### config.mk
export PLATFORM = sky130hd
export DESIGN_NAME = sdram_frame_arbiter
export DESIGN_NICKNAME = d
export VERILOG_FILES = /design/src/rtl/sdram_frame_arbiter.sv
export SDC_FILE = /design/constraint.sdc
export NUM_CORES = 1
export LEC_CHECK = 0
export ABC_AREA = 1
export CAP_MARGIN = 20
export CORE_UTILIZATION = 64
export CTS_BUF_LIST = sky130_fd_sc_hd__clkbuf_4 sky130_fd_sc_hd__clkbuf_8 sky130_fd_sc_hd__clkbuf_16
export CTS_CLUSTER_DIAMETER = 60
export CTS_CLUSTER_SIZE = 8
export DETAILED_ROUTE_END_ITERATION = 10
export DONT_BUFFER_PORTS = 1
export PLACE_DENSITY = 0.8
export SLEW_MARGIN = 20
export SYNTH_ARGS = -nofsm -noshare
export SYNTH_HDL_FRONTEND = slang
export SYNTH_SLANG_ARGS = --single-unit
### constraint.sdc
create_clock -name I_clk -period 2.36 [get_ports I_clk]
set_input_delay 0.708 -clock I_clk [delete_from_list [all_inputs] [get_ports I_clk]]
set_output_delay 0.708 -clock I_clk [all_outputs]
set_load 0.05 [all_outputs]
### src/rtl/sdram_frame_arbiter.sv
// Arbitrates the single SDRAM controller port between camera burst writes and display
// burst reads, and manages the two-bank ping-pong frame store addressing.
module sdram_frame_arbiter #(
   parameter int unsigned BURST_LEN   = 64,
   parameter int unsigned FRAME_WORDS = 1024*600,
   parameter int unsigned OFS_W       = 20,
   parameter int unsigned LVL_W       = 10
) (
   input  logic             I_clk,
   input  logic             I_rst_n,
   input  logic             I_sdrc_init_done,
   input  logic             I_wr_vsync,
   input  logic             I_rd_vsync,
   input  logic [LVL_W-1:0] I_wr_fifo_level,
   input  logic [LVL_W-1:0] I_rd_fifo_level,
   output logic             O_wr_fifo_rd,
   output logic             O_rd_fifo_wr,
   output logic             O_sdrc_wr_n,
   output logic             O_sdrc_rd_n,
   output logic [OFS_W:0]   O_sdrc_addr,
   input  logic             I_sdrc_busy_n,
   input  logic             I_sdrc_rd_valid,
   output logic             O_wr_bank,
   output logic             O_rd_bank,
   output logic             O_err
);

   localparam int unsigned CNT_W = $clog2(BURST_LEN);
   localparam logic [CNT_W-1:0] LAST_BEAT = CNT_W'(BURST_LEN - 1);
   localparam logic [LVL_W:0]   DEPTH     = {1'b1, {LVL_W{1'b0}}};
   localparam logic [LVL_W:0]   BL_LVL    = (LVL_W+1)'(BURST_LEN);
   localparam logic [OFS_W:0]   BL_OFS    = (OFS_W+1)'(BURST_LEN);
   localparam logic [OFS_W:0]   FRM_OFS   = (OFS_W+1)'(FRAME_WORDS);

   typedef enum logic [2:0] {
      S_IDLE, S_WR_CMD, S_WR_DATA, S_WAIT_ACK, S_RD_CMD, S_RD_DATA, S_WAIT_IDLE
   } state_t;

   state_t           state, state_n;
   logic [2:0]       wr_vs_sr, rd_vs_sr;
   logic             wr_rise, rd_rise, pw, pr;
   logic             wr_bank, rd_bank, done_bank, last_wr;
   logic [OFS_W-1:0] wr_ofs, rd_ofs;
   logic [CNT_W-1:0] beat_cnt;
   logic             busy_seen, in_idle;
   logic             wreq, rreq, urgent, ready, grant_rd, grant_wr;
   logic             wr_bank_n, rd_bank_n, done_bank_n;
   logic [OFS_W-1:0] wr_ofs_n, rd_ofs_n, wr_ofs_adv, rd_ofs_adv;
   logic [OFS_W:0]   wr_sum, rd_sum;

   assign wr_rise   = wr_vs_sr[1] & ~wr_vs_sr[2];
   assign rd_rise   = rd_vs_sr[1] & ~rd_vs_sr[2];
   assign in_idle   = (state == S_IDLE);
   assign O_wr_bank = wr_bank;
   assign O_rd_bank = rd_bank;

   // Pending vsync flags resolve in IDLE ahead of arbitration; pw before pr so a
   // simultaneous display vsync picks up the frame that just completed.
   always_comb begin
      wr_bank_n   = wr_bank;
      wr_ofs_n    = wr_ofs;
      done_bank_n = done_bank;
      rd_bank_n   = rd_bank;
      rd_ofs_n    = rd_ofs;
      if (in_idle && pw) begin
         wr_bank_n   = ~wr_bank;
         wr_ofs_n    = '0;
         done_bank_n = wr_bank;
      end
      if (in_idle && pr) begin
         rd_bank_n = done_bank_n;
         rd_ofs_n  = '0;
      end
      wr_sum     = {1'b0, wr_ofs} + BL_OFS;
      rd_sum     = {1'b0, rd_ofs} + BL_OFS;
      wr_ofs_adv = (wr_sum == FRM_OFS) ? '0 : wr_sum[OFS_W-1:0];
      rd_ofs_adv = (rd_sum == FRM_OFS) ? '0 : rd_sum[OFS_W-1:0];
   end

   always_comb begin
      wreq     = ({1'b0, I_wr_fifo_level} >= BL_LVL);
      rreq     = ((DEPTH - {1'b0, I_rd_fifo_level}) >= BL_LVL);
      urgent   = ({1'b0, I_rd_fifo_level} < BL_LVL);
      ready    = I_sdrc_init_done & I_sdrc_busy_n;
      grant_rd = urgent | (rreq & (~wreq | last_wr));
      grant_wr = ~grant_rd & wreq;
   end

   always_comb begin
      state_n = state;
      unique case (state)
         S_IDLE: begin
            if (ready && grant_rd)      state_n = S_RD_CMD;
            else if (ready && grant_wr) state_n = S_WR_CMD;
         end
         S_WR_CMD:    state_n = S_WR_DATA;
         S_WR_DATA:   if (beat_cnt == LAST_BEAT) state_n = S_WAIT_ACK;
         S_WAIT_ACK:  if (!I_sdrc_busy_n) state_n = S_WAIT_IDLE;
         S_RD_CMD:    state_n = S_RD_DATA;
         S_RD_DATA:   if (I_sdrc_rd_valid && beat_cnt == LAST_BEAT) state_n = S_WAIT_IDLE;
         S_WAIT_IDLE: if (I_sdrc_busy_n) state_n = S_IDLE;
         default:     state_n = S_IDLE;
      endcase
   end

   always_comb begin
      O_sdrc_wr_n  = (state != S_WR_CMD);
      O_sdrc_rd_n  = (state != S_RD_CMD);
      O_wr_fifo_rd = (state == S_WR_DATA);
      O_rd_fifo_wr = (state == S_RD_DATA) & I_sdrc_rd_valid;
   end

   always_ff @(posedge I_clk or negedge I_rst_n) begin
      if (!I_rst_n) state <= S_IDLE;
      else          state <= state_n;
   end

   always_ff @(posedge I_clk or negedge I_rst_n) begin
      if (!I_rst_n) begin
         wr_vs_sr    <= '0;
         rd_vs_sr    <= '0;
         pw          <= 1'b0;
         pr          <= 1'b0;
         wr_bank     <= 1'b0;
         rd_bank     <= 1'b1;
         done_bank   <= 1'b1;
         last_wr     <= 1'b0;
         wr_ofs      <= '0;
         rd_ofs      <= '0;
         beat_cnt    <= '0;
         busy_seen   <= 1'b0;
         O_sdrc_addr <= '0;
         O_err       <= 1'b0;
      end else begin
         wr_vs_sr  <= {wr_vs_sr[1:0], I_wr_vsync};
         rd_vs_sr  <= {rd_vs_sr[1:0], I_rd_vsync};
         pw        <= wr_rise | (pw & ~in_idle);
         pr        <= rd_rise | (pr & ~in_idle);
         busy_seen <= in_idle & ~I_sdrc_busy_n;
         if ((I_sdrc_rd_valid && state != S_RD_DATA) ||
             (busy_seen && in_idle && !I_sdrc_busy_n))
            O_err <= 1'b1;
         unique case (state)
            S_IDLE: begin
               wr_bank   <= wr_bank_n;
               wr_ofs    <= wr_ofs_n;
               done_bank <= done_bank_n;
               rd_bank   <= rd_bank_n;
               rd_ofs    <= rd_ofs_n;
               beat_cnt  <= '0;
               if (state_n == S_WR_CMD) begin
                  O_sdrc_addr <= {wr_bank_n, wr_ofs_n};
                  last_wr     <= 1'b1;
               end else if (state_n == S_RD_CMD) begin
                  O_sdrc_addr <= {rd_bank_n, rd_ofs_n};
                  last_wr     <= 1'b0;
               end
            end
            S_WR_DATA: begin
               beat_cnt <= beat_cnt + 1'b1;
               if (beat_cnt == LAST_BEAT) wr_ofs <= wr_ofs_adv;
            end
            S_RD_DATA: begin
               if (I_sdrc_rd_valid) begin
                  beat_cnt <= beat_cnt + 1'b1;
                  if (beat_cnt == LAST_BEAT) rd_ofs <= rd_ofs_adv;
               end
            end
            default: ;
         endcase
      end
   end

endmodule

==> Word level (Yosys, flattened, before mapping) <==
Index checks and enable logic that the tools add are counted.
{ "totals": {"ff_bits": 84, "in_bits": 27, "out_inout_bits": 28} }
{ "classes": {"n_addsub": 4, "n_lt_le_gt_ge": 3, "n_eq_ne": 17, "mux": 25, "bitwise": 20, "n_reduce_logical": 19} }
{ "ops": {"columns": ["operator", "count"], "rows": [
  ["20-bit two-way mux", 7],
  ["20-bit case mux with 2 select lines", 2],
  ["20-bit by 7-bit adder with 21-bit output, second input constant", 2],
  ["21-bit by 20-bit equality test with 1-bit output, second input constant", 2],
  ["21-bit two-way mux", 2],
  ["3-bit case mux with 7 select lines", 1],
  ["3-bit two-way mux", 6],
  ["6-bit case mux with 3 select lines", 1],
  ["3-bit equality test, second input constant", 4],
  ["11-bit by 7-bit >= comparator with 1-bit output, second input constant", 1],
  ["11-bit by 10-bit subtractor with 11-bit output, first input constant", 1],
  ["10-bit by 7-bit >= comparator with 1-bit output, second input constant", 1],
  ["10-bit by 7-bit < comparator with 1-bit output, second input constant", 1],
  ["1-bit AND", 9],
  ["1-bit logical AND", 8],
  ["1-bit NOT", 7],
  ["6-bit by 1-bit adder with 6-bit output, second input constant", 1],
  ["3-bit by 1-bit equality test with 1-bit output, second input constant", 2],
  ["3-bit by 2-bit equality test with 1-bit output, second input constant", 2],
  ["6-bit equality test, second input constant", 1],
  ["6-bit two-way mux", 1],
  ["3-bit != test, second input constant", 2],
  ["2-bit AND reduction", 3],
  ["2-bit nonzero test", 3],
  ["10 further kinds", 18]
]} }

==> Depth between registers and ports, before layout <==
Gate-level depths: netlist of run 1.
{ "depth": {"ltp_word": 14, "depth_mapped": 14, "ltp_nobuf": 14} }

==> Worst setup path after synthesis of run 1 <==
Ideal clock, no wire load.
{ "synth_timing": {"path_type": "register to output", "start": "register state[2]", "end": "output O_wr_fifo_rd", "arrival_time_ns": 1.408, "t_required_ns": 1.652, "slack_ns": 0.244, "path_stages_with_launch": 5, "cell_sequence": "dfrtp_1 > nor2_1 > inv_1 > nor2_1 > clkbuf_1"} }
{ "synth_via": {"elab_chain_len": 1} }
{ "synth_rtl": {"columns": ["element", "line", "rtl"], "rows": [
  ["start: declaration", "39", "state_t state, state_n;"],
  ["start signal: assignment", "115", "else state <= state_n;"],
  ["3-bit by 2-bit equality test with 1-bit output", "109", "O_wr_fifo_rd = (state == S_WR_DATA);"],
  ["end: declaration", "16", "output logic O_wr_fifo_rd,"]
]} }
No other way between the ends.

==> Worst setup path after layout of run 1 <==
{ "layout_timing": {"start": "register state[2]", "end": "output O_rd_fifo_wr"} }
{ "layout_via": {"elab_chain_len": 2} }
{ "layout_rtl": {"columns": ["element", "line", "rtl"], "rows": [
  ["3-bit equality test", "110", "O_rd_fifo_wr = (state == S_RD_DATA) & I_sdrc_rd_valid;"],
  ["1-bit AND", "110", null],
  ["end: declaration", "17", "output logic O_rd_fifo_wr,"]
]} }
No other way between the ends.

==> results of run 1 <==
-- cells in the mapped netlist, types with 2 or more instances --
library cell / instances
buf_6: 2
xor2_1: 6
inv_2: 6
o2111ai_1: 2
nor2_2: 2
o22a_1: 3
dfrtp_1: 82
nor2_1: 99
inv_1: 78
o31ai_1: 3
nand4_1: 14
a31oi_1: 5
nor2_4: 3
a21oi_1: 36
nand3_1: 64
o21ai_1: 3
dfstp_2: 2
ha_1: 5
nand2_2: 3
o21ai_0: 45
nand3b_1: 2
nand2_1: 164
nor3_1: 9
buf_2: 13
xnor2_1: 4
clkbuf_1: 8
-- sequential cells by signal, indices dropped and copies added, names as in the netlist --
signal,count
O_sdrc_addr,21
rd_vs_sr,3
wr_ofs,20
state,3
O_wr_bank,1
O_rd_bank,1
beat_cnt,6
last_wr,1
done_bank,1
busy_seen,1
pr,1
pw,1
rd_ofs,20
O_err,1
wr_vs_sr,3
-- power groups by stage --
stage | Clock [mW] | Sequential [mW] | Combinational [mW]
finish | 0.955 | 3.06 | 2.90
global route | 1.03 | 3.13 | 3.26
detailed placement | 0 | 3.08 | 2.85
CTS | 0.968 | 3.05 | 2.86
global placement | 0 | 3.06 | 2.74
floorplan | 0 | 2.93 | 2.31
-- critical path: cells and delay by family (launching register included) --
kind          cells  cell delay [ns]
buf+inv           4             0.40
flops             1             0.41
simple gates      3             0.38
-- how the worst min path moves through the flow --
stage          slack (ns)  cells after the start                     endpoint                  start
2_1_floorplan        0.33                      0        rd_vs_sr[1]$_DFF_PN0_  rd_vs_sr[0]$_DFF_PN0_
3_3_place_gp         0.33                      0        rd_vs_sr[1]$_DFF_PN0_  rd_vs_sr[0]$_DFF_PN0_
3_5_place_dp         0.34                      0        rd_vs_sr[1]$_DFF_PN0_  rd_vs_sr[0]$_DFF_PN0_
4_1_cts              0.03                      0                 pr$_DFF_PN0_                I_rst_n
5_1_grt              0.02                      0       wr_ofs[15]$_DFFE_PN0P_                I_rst_n
6_report             0.04                      0  O_sdrc_addr[19]$_DFFE_PN0P_                I_rst_n
-- cell type report --
type,instances,area (sq um)
Timing Repair Buffer,12,115.1
Multi-Input combinational cell,478,2256
Sequential cell,84,2106
Clock inverter,5,37.54
Inverter,85,321.6
Tap cell,99,123.9
Fill cell,641,2148
Clock buffer,11,145.1
-- metal layers --
layer | track usage (%) | vias to the layer above | routed length [um] | share of wire, %
met5 | 0 | - | 0 | 0
met4 | 10.70 | 0 | 255 | 2.3
met3 | 4.291 | 33 | 600 | 5.4
met2 | 48.53 | 152 | 5182 | 47
met1 | 40.78 | 2046 | 4978 | 45
li1 | - | 2164 | - | -
-- cells by family after synthesis --
family / count (synthesis)
xor gates and xnor gates: 10
DFF: 84
AOI/OAI and AO/OA: 102
adders and majority gates: 5
and+or+nand+nor: 361
buffers and inverters: 110
-- repair_timing --
action	CTS	global route
hold endpoints to repair	0	0
gates resized for setup	1	1
setup endpoints to repair	1	2
setup buffers	0	1
-- placed cells by master (no fill, tap or decap), types with 4 or more instances in the layout --
cell        instances
nand2_1           164
nor2_1             98
dfrtp_1            81
inv_1              78
nand3_1            64
o21ai_0            45
a21oi_1            36
nand4_1            14
clkbuf_8           10
buf_4              10
nor3_1              9
inv_2               6
xor2_1              6
a31oi_1             5
ha_1                5
clkinvlp_4          5
xnor2_1             4
-- per-stage QoR --
stage | std cells | hold WS (ns)
finish | 774 | 0.04051
global route | 774 | 0.02217
CTS | 773 | 0.02842
detailed placement | 757 | 0.3405
global placement | 757 | 0.3321
floorplan | 672 | 0.3312
==> out/summary.md, run 1 <==
- routability-driven placement congestion ratio: 0.9632
- TritonCTS clock tree: built
- area of all placed cells without fillers: 0.005105 sq mm
- wire length reported by the detailed router: 11.02 mm
- crit-path max FO: 12
- half-perimeter wire length of the detailed placement result: 7.769 mm
- Synth top area share: 42.72%
- adder-cell area share of the yosys netlist: 1.302%
- number of hold buffers added after CTS: 0
- Post-synth top flop: dfrtp_1
- clock tree root buffer cell: clkbuf_8
- pwr/cell area: 1355 mW/mm^2
- capture instance of the worst register-to-register path: rd_ofs[6]$_DFFE_PN0P_
- overflow left after global routing: 0
- number of global-route vias before repair: 3929
- Synth area leader: dfrtp_1
- Reg power frac: 44.2%
- length of the first detailed-routing pass in iterations: 5
- kind of launch point of the worst setup path: register
- worst skew pair latency: 0.36 ns
- Vias per Instance: 5.678
- proportion of layout cells with a drive suffix above 1: 7.259%
- clock transition time at the flip-flop clock pins of the worst setup and hold paths: 0.09 ns
- # port buffers: 0
- run status: completed
- syn avg cell area: 7.148 sq um
- multiplexer fraction of the synthesized cell area: 0%
- Post-DP Area: 0.004908 sq mm
- DIE AREA: 0.007855 sq mm
- worst setup timing slack at the placement stage: 0.2740 ns
- cell repeated most along the worst path: inv_2
- x dimension of the die: 88.63 um
- standby leakage power: 2.535 nW
- TritonCTS Buffers: 9
- xor/xnor cell area share of the yosys netlist: 1.823%
- internal cell power: 3.296 mW
- combinational family with the most area after synthesis: simple AND/OR/NAND/NOR gates
- final setup skew: 0.009976 ns
- setup slack on the worst flop-to-flop path: 0.22 ns
- cell with the biggest individual delay on the critical path: dfrtp_2
- Clk pwr share: 13.8%
- end point of the critical path: O_rd_fifo_wr
- Final Power: 6.915 mW
- initial antenna violation count: 0
- worst reg2reg path depth: 14
- Die Ht: 88.63 um
- maximum number of buffers from clock root to sink: 2
- switching share of total power: 52.33%
- overall routing resource usage: 29.77%
- critical path type: register to output pin
- placement row count: 31
- fraction of the yosys area taken by sequential cells: 43.81%
- share of flip-flops with an asynchronous set or reset after synthesis: 100.0%
- gate count of the mapped netlist: 672
- count of inserted antenna diode cells: 0
- unrepaired setup endpoints after global routing: false
- Slew HR: 64.71%
- fmax: 442.8 MHz
- largest net degree at the start of global routing: 85
- final count of pins violating max slew: 0
- Cell variety after synth: 35
- Gate power share: 42.0%
- Worst setup startpoint: state[2]$_DFF_PN0_
- final setup slack of the worst path: 0.1017 ns
- count of antenna-violating nets left after detailed routing: 0
- DR vias: 4395
- data required time at the worst endpoint: 1.65 ns
- number of sinks handled by clock tree synthesis: 84
- Util after Layout: 70.38%
- number of DRC violations after detailed routing: 0
- number of storage elements in the synthesis netlist: 84
- cells taking the most area after synthesis: dfrtp_1, nand2_1, nor2_1
- CP Cell Sequence: inv_2, nor2_2, inv_2, nor2_4, inv_2, nor2_4, buf_12
- final critical delay including setup and external delays: 2.258 ns
- IO Pins: 55
- reg-to-reg startpoint: rd_ofs[6]$_DFFE_PN0P_
- final critical-path share of the clock period: 95.69%
- Synth Area in Compound Gates: 11.62%
- Net Count, Synth: 704
- CP Data Arrival Time: 1.55 ns
- class of the worst hold path: input port to async pin
- Peak VDD IR: 711.9 uV
- starting density of the core: 66.22%
- post-synthesis instance area: 0.004803 sq mm
- count of routing violations after the opening detailed-route iteration: 337
- setup TNS: 0 ns
- warnings from Yosys: 0
- final number of setup-violating endpoints: 0
- hold violation total from the final report: 0
- Net Sw Power: 3.619 mW
- net total in the final layout: 702
- number of synthesized flops with an enable pin: 0
- global-route wire length before repair: 17.97 mm
- H-tree lvl count: 3
- synthesis-to-layout area growth: 6.278%
- category of the worst setup path capture point: output pin
- transition at the pin with the smallest max-transition slack: 0.5278 ns
- simple-gate share of the synthesized area: 32.07%
- Max-Cap Viols: 0
- per-cell routed wire length: 14.23 um
- longest individual stage delay on the worst path: 0.41 ns
- core area: 0.007253 sq mm
Power figures use the tool's default switching activity.
==> run 2: changes to the inputs <==
==> constraint.sdc (replaced) <==
create_clock -name I_clk -period 2.36 [get_ports I_clk]
set_input_delay 0.236 -clock I_clk [delete_from_list [all_inputs] [get_ports I_clk]]
set_output_delay 0.236 -clock I_clk [all_outputs]
set_load 0.05 [all_outputs]
==> out/summary.md, run 2 (synthesized netlist as in run 1, its figures left out) <==
- class of the worst hold path: input port to register, was input port to async pin
- final number of setup-violating endpoints: 0, unchanged
- worst reg2reg path depth: 11, was 14
- max reg flops: 21, unchanged
- number of global-route vias before repair: 4017, was 3929
- Slew HR: 63.20%, was 64.71%
- x dimension of the die: 88.63 um, unchanged
- area occupied by multi-input gates: 0.002251 sq mm, was 0.002256 sq mm
- Worst Hold Slack: 0.03112 ns, was 0.04051 ns
- category of the worst setup path capture point: register, was output pin
- number of DRC violations after detailed routing: 0, unchanged
- final critical delay including setup and external delays: 2.173 ns, was 2.258 ns
- commonest cells after routing, fill and taps aside: nand2_1, nor2_1, dfrtp_1, unchanged
- run status: completed, unchanged
- Peak VDD IR: 683.4 uV, was 711.9 uV
- length of the first detailed-routing pass in iterations: 5, unchanged
- TritonCTS Buffers: 9, unchanged
- Final Power: 7.015 mW, was 6.915 mW
- cell repeated most along the worst path: inv_1, was inv_2
- critical path type: register to register, was register to output pin
- data required time at the worst endpoint: 2.60 ns, was 1.65 ns
- core area: 0.007253 sq mm, unchanged
- TritonCTS clock tree: built, unchanged
- # port buffers: 0, unchanged
- clock tree root buffer cell: clkbuf_8, unchanged
- most common cell after layout, fill and taps aside: nand2_1, unchanged
- kind of launch point of the worst setup path: register, unchanged
- longest individual stage delay on the worst path: 0.36 ns, was 0.41 ns
- routability-driven placement congestion ratio: 0.9636, was 0.9632
- worst skew pair latency: 0.36 ns, about the same
- Regs by FF count: O_sdrc_addr: 21 flops, rd_ofs: 20 flops, wr_ofs: 20 flops, unchanged
- final critical-path share of the clock period: 92.06%, was 95.69%
- maximum number of buffers from clock root to sink: 2, unchanged
- overall routing resource usage: 30.74%, was 29.77%
- number of sinks handled by clock tree synthesis: 84, unchanged
- H-tree lvl count: 3, unchanged
- cell with the biggest individual delay on the critical path: dfrtp_1, was dfrtp_2
- largest net degree at the start of global routing: 85, unchanged
- net total in the final layout: 706, was 702
- placement row count: 31, unchanged
- area of all placed cells without fillers: 0.005156 sq mm, was 0.005105 sq mm
- post-CTS sizing: 0, was 1
- fill count: 614, was 641
- half-perimeter wire length of the detailed placement result: 7.868 mm, was 7.769 mm
- overflow left after global routing: 0, unchanged
- per-cell routed wire length: 14.27 um, was 14.23 um
- register cell area after layout: 0.002105 sq mm, was 0.002106 sq mm
- Die Ht: 88.63 um, unchanged
- number of instances on the worst hold path: 1
- proportion of layout cells with a drive suffix above 1: 7.069%, was 7.259%
- IO Pins: 55, unchanged
- crit-path max FO: 22, was 12
- standby leakage power: 2.584 nW, was 2.535 nW
- final setup skew: 0.01209 ns, was 0.009976 ns
- most flop-heavy register: O_sdrc_addr, unchanged
- DR vias: 4358, was 4395
- fmax: 460.3 MHz, was 442.8 MHz
- Vias per Instance: 5.602, was 5.678
- DIE AREA: 0.007855 sq mm, unchanged
- clock transition time at the flip-flop clock pins of the worst setup and hold paths: 0.09 ns, about the same
- Post-DP Area: 0.004883 sq mm, was 0.004908 sq mm
- wire length reported by the detailed router: 11.10 mm, was 11.02 mm
- setup TNS: 0 ns, unchanged
- Max-Cap Viols: 0, unchanged
- initial antenna violation count: 0, unchanged
- CP Data Arrival Time: 2.41 ns, was 1.55 ns
- count of antenna-violating nets left after detailed routing: 0, unchanged
- CP Cell Sequence: ha_1, nand2_1, nor2_1, inv_1, nor3_1, inv_1, nor2_1, inv_1, nand2_2, o21ai_0, o22a_1, was inv_2, nor2_2, inv_2, nor2_4, inv_2, nor2_4, buf_12
- count of inserted antenna diode cells: 0, unchanged
- pwr/cell area: 1360 mW/mm^2, was 1355 mW/mm^2
- transition at the pin with the smallest max-transition slack: 0.5520 ns, was 0.5278 ns
- unrepaired setup endpoints after global routing: false, unchanged
- count of routing violations after the opening detailed-route iteration: 351, was 337
- hold violation total from the final report: 0, unchanged
- synthesis-to-layout area growth: 7.346%, was 6.278%
- final count of pins violating max slew: 0, unchanged
- global-route wire length before repair: 18.49 mm, was 17.97 mm
- setup slack on the worst flop-to-flop path: 0.19 ns, was 0.22 ns
- starting density of the core: 66.22%, unchanged
## run 2: cell count changes in the layout (fill, tap and decap cells not counted), sizes merged
cell         change
dlygate4sd3      +4
clkinv           +2
clkinvlp         -5
clkbuf           -2
bufinv           +1
inv              +4
## run 2: metrics by stage
step                setup slack, ns  std cells  utilization [%]
finish                       0.1874        778            71.09
floorplan                    0.4626        672                -
CTS                          0.2316        778            71.09
detailed placement           0.2646        757            67.33
global route               0.006909        778            71.09
global placement             0.3387        757            67.33
## run 2: path summary, 6_finish.rpt
check / start / to
worst max-delay path: beat_cnt[0]$_DFFE_PN0P_ / wr_ofs[10]$_DFFE_PN0P_
worst min-delay path: I_sdrc_busy_n / state[2]$_DFF_PN0_
worst max register to register: beat_cnt[0]$_DFFE_PN0P_ / wr_ofs[10]$_DFFE_PN0P_
worst min register to register: rd_vs_sr[0]$_DFF_PN0_ / rd_vs_sr[1]$_DFF_PN0_
max in group asynchronous: I_rst_n / done_bank$_DFFE_PN1P_
min in group asynchronous: I_rst_n / beat_cnt[3]$_DFFE_PN0P_
## run 2: area by class of cell
cell class / instances / area share (%)
inverter: 85 / 6.236
timing repair buffer: 16 / 2.912
sequential: 84 / 40.82
clock inverter: 7 / 1.577
multi-input combinational: 478 / 43.65
tap: 99 / 2.402
clock buffer: 9 / 2.402
## run 2: critical path, delay by kind of cell (launching register included)
family | cells | cell delay [ns]
compound gates | 2 | 0.36
fa+ha+maj | 1 | 0.18
buf+inv | 3 | 0.27
flops | 1 | 0.36
simple gates | 5 | 0.88
## run 2: routing by layer
| metal | wire [um] | vias up | global-route usage, % |
|---|---|---|---|
| met5 | 0 | - | 0 |
| met4 | 246 | 0 | 13.78 |
| met3 | 583 | 25 | 4.011 |
| met2 | 5309 | 139 | 49.44 |
| met1 | 4961 | 2025 | 41.84 |
| li1 | - | 2169 | - |
## run 2: what timing repair did
action | 4_1_cts | 5_1_grt
hold buffers | 5 | 0
endpoints found under the hold margin | 87 | 0
buffers inserted | 0 | 0
## run 2: report_power, final
part	switching [mW]	internal, mW
registers	1.16	1.90
logic	1.93	0.945
clock network	0.568	0.508
==> run 3: changes to the inputs <==
--- a/config.mk
+++ b/config.mk
@@ -13,7 +13,7 @@
 export CTS_CLUSTER_SIZE = 8
 export DETAILED_ROUTE_END_ITERATION = 10
 export DONT_BUFFER_PORTS = 1
-export PLACE_DENSITY = 0.8
+export PLACE_DENSITY_LB_ADDON = 0.15
 export SLEW_MARGIN = 20
 export SYNTH_ARGS = -nofsm -noshare
 export SYNTH_HDL_FRONTEND = slang
==> out/summary.md, run 3 (synthesized netlist as in run 1, its figures left out) <==
- clock tree root buffer cell: clkbuf_8, unchanged
- longest individual stage delay on the worst path: 0.36 ns, about the same
- length of the first detailed-routing pass in iterations: 6, was 5
- number of sinks handled by clock tree synthesis: 84, unchanged
- Max-Cap Viols: 0, unchanged
- wire length reported by the detailed router: 11.02 mm, was 11.10 mm
- fill count: 600, was 614
- overflow left after global routing: 0, unchanged
- post-route insts no fill: 778, unchanged
- final critical-path share of the clock period: 90.40%, was 92.06%
- capture instance of the worst register-to-register path: wr_ofs[10]$_DFFE_PN0P_, unchanged
- final setup skew: 0.01817 ns, was 0.01209 ns
- hold violation total from the final report: 0, unchanged
- number of global-route vias before repair: 3891, was 4017
- area occupied by multi-input gates: 0.002251 sq mm, unchanged
- worst skew pair latency: 0.36 ns, about the same
- proportion of layout cells with a drive suffix above 1: 7.069%, unchanged
- cell repeated most along the worst path: inv_1, unchanged
- count of routing violations after the opening detailed-route iteration: 389, was 351
- Util after Layout: 72.07%, was 71.09%
- routability-driven placement congestion ratio: 0.9452, was 0.9636
- TritonCTS clock tree: built, unchanged
- count of antenna-violating nets left after detailed routing: 0, unchanged
- Worst Hold Slack: 0.04626 ns, was 0.03112 ns
- transition at the pin with the smallest max-transition slack: 0.5410 ns, was 0.5520 ns
- max reg flops: 21, unchanged
- Regs by FF count: O_sdrc_addr: 21 flops, rd_ofs: 20 flops, wr_ofs: 20 flops, unchanged
- clock transition time at the flip-flop clock pins of the worst setup and hold paths: 0.08 ns, was 0.09 ns
- count of inserted antenna diode cells: 0, unchanged
- commonest cells after routing, fill and taps aside: nand2_1, nor2_1, dfrtp_1, unchanged
- kind of launch point of the worst setup path: register, unchanged
- Final Power: 7.316 mW, was 7.015 mW
- pwr/cell area: 1399 mW/mm^2, was 1360 mW/mm^2
- starting density of the core: 66.22%, unchanged
- synthesis-to-layout area growth: 8.830%, was 7.346%
- Slew HR: 63.94%, was 63.20%
- global-route wire length before repair: 18.15 mm, was 18.49 mm
- cell with the biggest individual delay on the critical path: dfrtp_1, unchanged
- net total in the final layout: 706, unchanged
- Die Ht: 88.63 um, unchanged
- maximum number of buffers from clock root to sink: 2, unchanged
- setup TNS: 0 ns, unchanged
- per-cell routed wire length: 14.17 um, was 14.27 um
- final count of pins violating max slew: 0, unchanged
- TritonCTS Buffers: 9, unchanged
- beginning of the worst hold path: I_sdrc_rd_valid, was I_sdrc_busy_n
- critical path type: register to register, unchanged
- # port buffers: 0, unchanged
- post-CTS setup buffer count: 0, unchanged
- initial antenna violation count: 0, unchanged
- CP Cell Sequence: ha_1, nand2_1, nor2_1, inv_1, nor3_1, inv_1, nor2_1, inv_1, nand2_2, o21ai_0, o22a_1, unchanged
- class of the worst hold path: input port to register, unchanged
- final number of setup-violating endpoints: 0, unchanged
- WHS Endpoint: O_err$_DFFE_PN0P_, was state[2]$_DFF_PN0_
- final critical delay including setup and external delays: 2.133 ns, was 2.173 ns
- register cell area after layout: 0.002105 sq mm, unchanged
- most common cell after layout, fill and taps aside: nand2_1, unchanged
- worst reg2reg path depth: 11, unchanged
- run status: completed, unchanged
- DR vias: 4393, was 4358
- CP Data Arrival Time: 2.38 ns, was 2.41 ns
- most flop-heavy register: O_sdrc_addr, unchanged
- setup slack on the worst flop-to-flop path: 0.23 ns, was 0.19 ns
- placed insts: 757, unchanged
- category of the worst setup path capture point: register, unchanged
- unrepaired setup endpoints after global routing: false, unchanged
- largest net degree at the start of global routing: 85, unchanged
- placement row count: 31, unchanged
- H-tree lvl count: 3, unchanged
- core area: 0.007253 sq mm, unchanged
- half-perimeter wire length of the detailed placement result: 7.639 mm, was 7.868 mm
- IO Pins: 55, unchanged
- fmax: 468.8 MHz, was 460.3 MHz
- Peak VDD IR: 714.5 uV, was 683.4 uV
- overall routing resource usage: 30.21%, was 30.74%
- crit-path max FO: 27, was 22
- number of DRC violations after detailed routing: 0, unchanged
- standby leakage power: 2.614 nW, was 2.584 nW
- DIE AREA: 0.007855 sq mm, unchanged
- reg-to-reg startpoint: beat_cnt[1]$_DFFE_PN0P_, was beat_cnt[0]$_DFFE_PN0P_
- Vias per Instance: 5.647, was 5.602
- number of instances on the worst hold path: 1, unchanged
- data required time at the worst endpoint: 2.61 ns, was 2.60 ns
- x dimension of the die: 88.63 um, unchanged
run 3: changes by cell type in the layout (fill, tap and decap cells not counted):
cell       delta
buf_4         -1
inv_8         -1
clkinv_4      -1
buf_12        +1
clkbuf_4      +2
bufinv_16     +3
inv_6         -3
run 3: metrics by stage:
step | setup WS [ns] | area (sq um)
2_1_floorplan | 0.4626 | 4803
3_3_place_gp | 0.3339 | 4896
3_5_place_dp | 0.2782 | 4896
4_1_cts | 0.2461 | 5228
5_1_grt | 0.02090 | 5228
6_report | 0.2267 | 5228
run 3: worst max-delay path, delay by kind of cell (launching register included):
kind            cells  cell delay, ns
simple gates        5            0.88
compound gates      2            0.34
fa+ha+maj           1            0.17
buf+inv             3            0.27
flops               1            0.36
run 3: routing by layer:
metal	track usage, %	share of wire, %	vias up
li1	-	-	2170
met1	42.27	44	2029
met2	47.41	47	159
met3	3.918	5.9	35
met4	13.20	2.8	0
met5	0	0	-
run 3: worst max-delay path by stage:
| stage | start | end | slack, ns | depth (start not counted) |
|---|---|---|---|---|
| 2_1_floorplan | state[2]$_DFF_PN0_ | wr_ofs[10]$_DFFE_PN0P_ | 0.46 | 6 |
| 3_3_place_gp | beat_cnt[0]$_DFFE_PN0P_ | wr_ofs[10]$_DFFE_PN0P_ | 0.33 | 11 |
| 3_5_place_dp | beat_cnt[1]$_DFFE_PN0P_ | wr_ofs[10]$_DFFE_PN0P_ | 0.28 | 11 |
| 4_1_cts | beat_cnt[1]$_DFFE_PN0P_ | wr_ofs[10]$_DFFE_PN0P_ | 0.25 | 11 |
| 5_1_grt | rd_ofs[6]$_DFFE_PN0P_ | rd_ofs[6]$_DFFE_PN0P_ | 0.02 | 14 |
| 6_report | beat_cnt[1]$_DFFE_PN0P_ | wr_ofs[10]$_DFFE_PN0P_ | 0.23 | 11 |
run 3: area by class of cell:
cell class / count / share of cell area, %
clock inverter: 5 / 2.393
multi-input combinational: 478 / 43.06
sequential: 84 / 40.26
timing repair buffer: 16 / 3.112
tap: 99 / 2.370
inverter: 85 / 6.151
clock buffer: 11 / 2.657
run 3: what timing repair did:
action                                 in CTS  in global routing
gates resized for setup                     0                  0
endpoints found under the hold margin      87                  0
hold buffers                                5                  0
run 3: power breakdown:
| part | internal [mW] | total, mW | switching [mW] |
|---|---|---|---|
| combinational | 0.962 | 2.89 | 1.93 |
| sequential | 1.90 | 3.06 | 1.16 |
| clock | 0.833 | 1.37 | 0.533 |
| total | 3.70 | 7.32 | 3.62 |
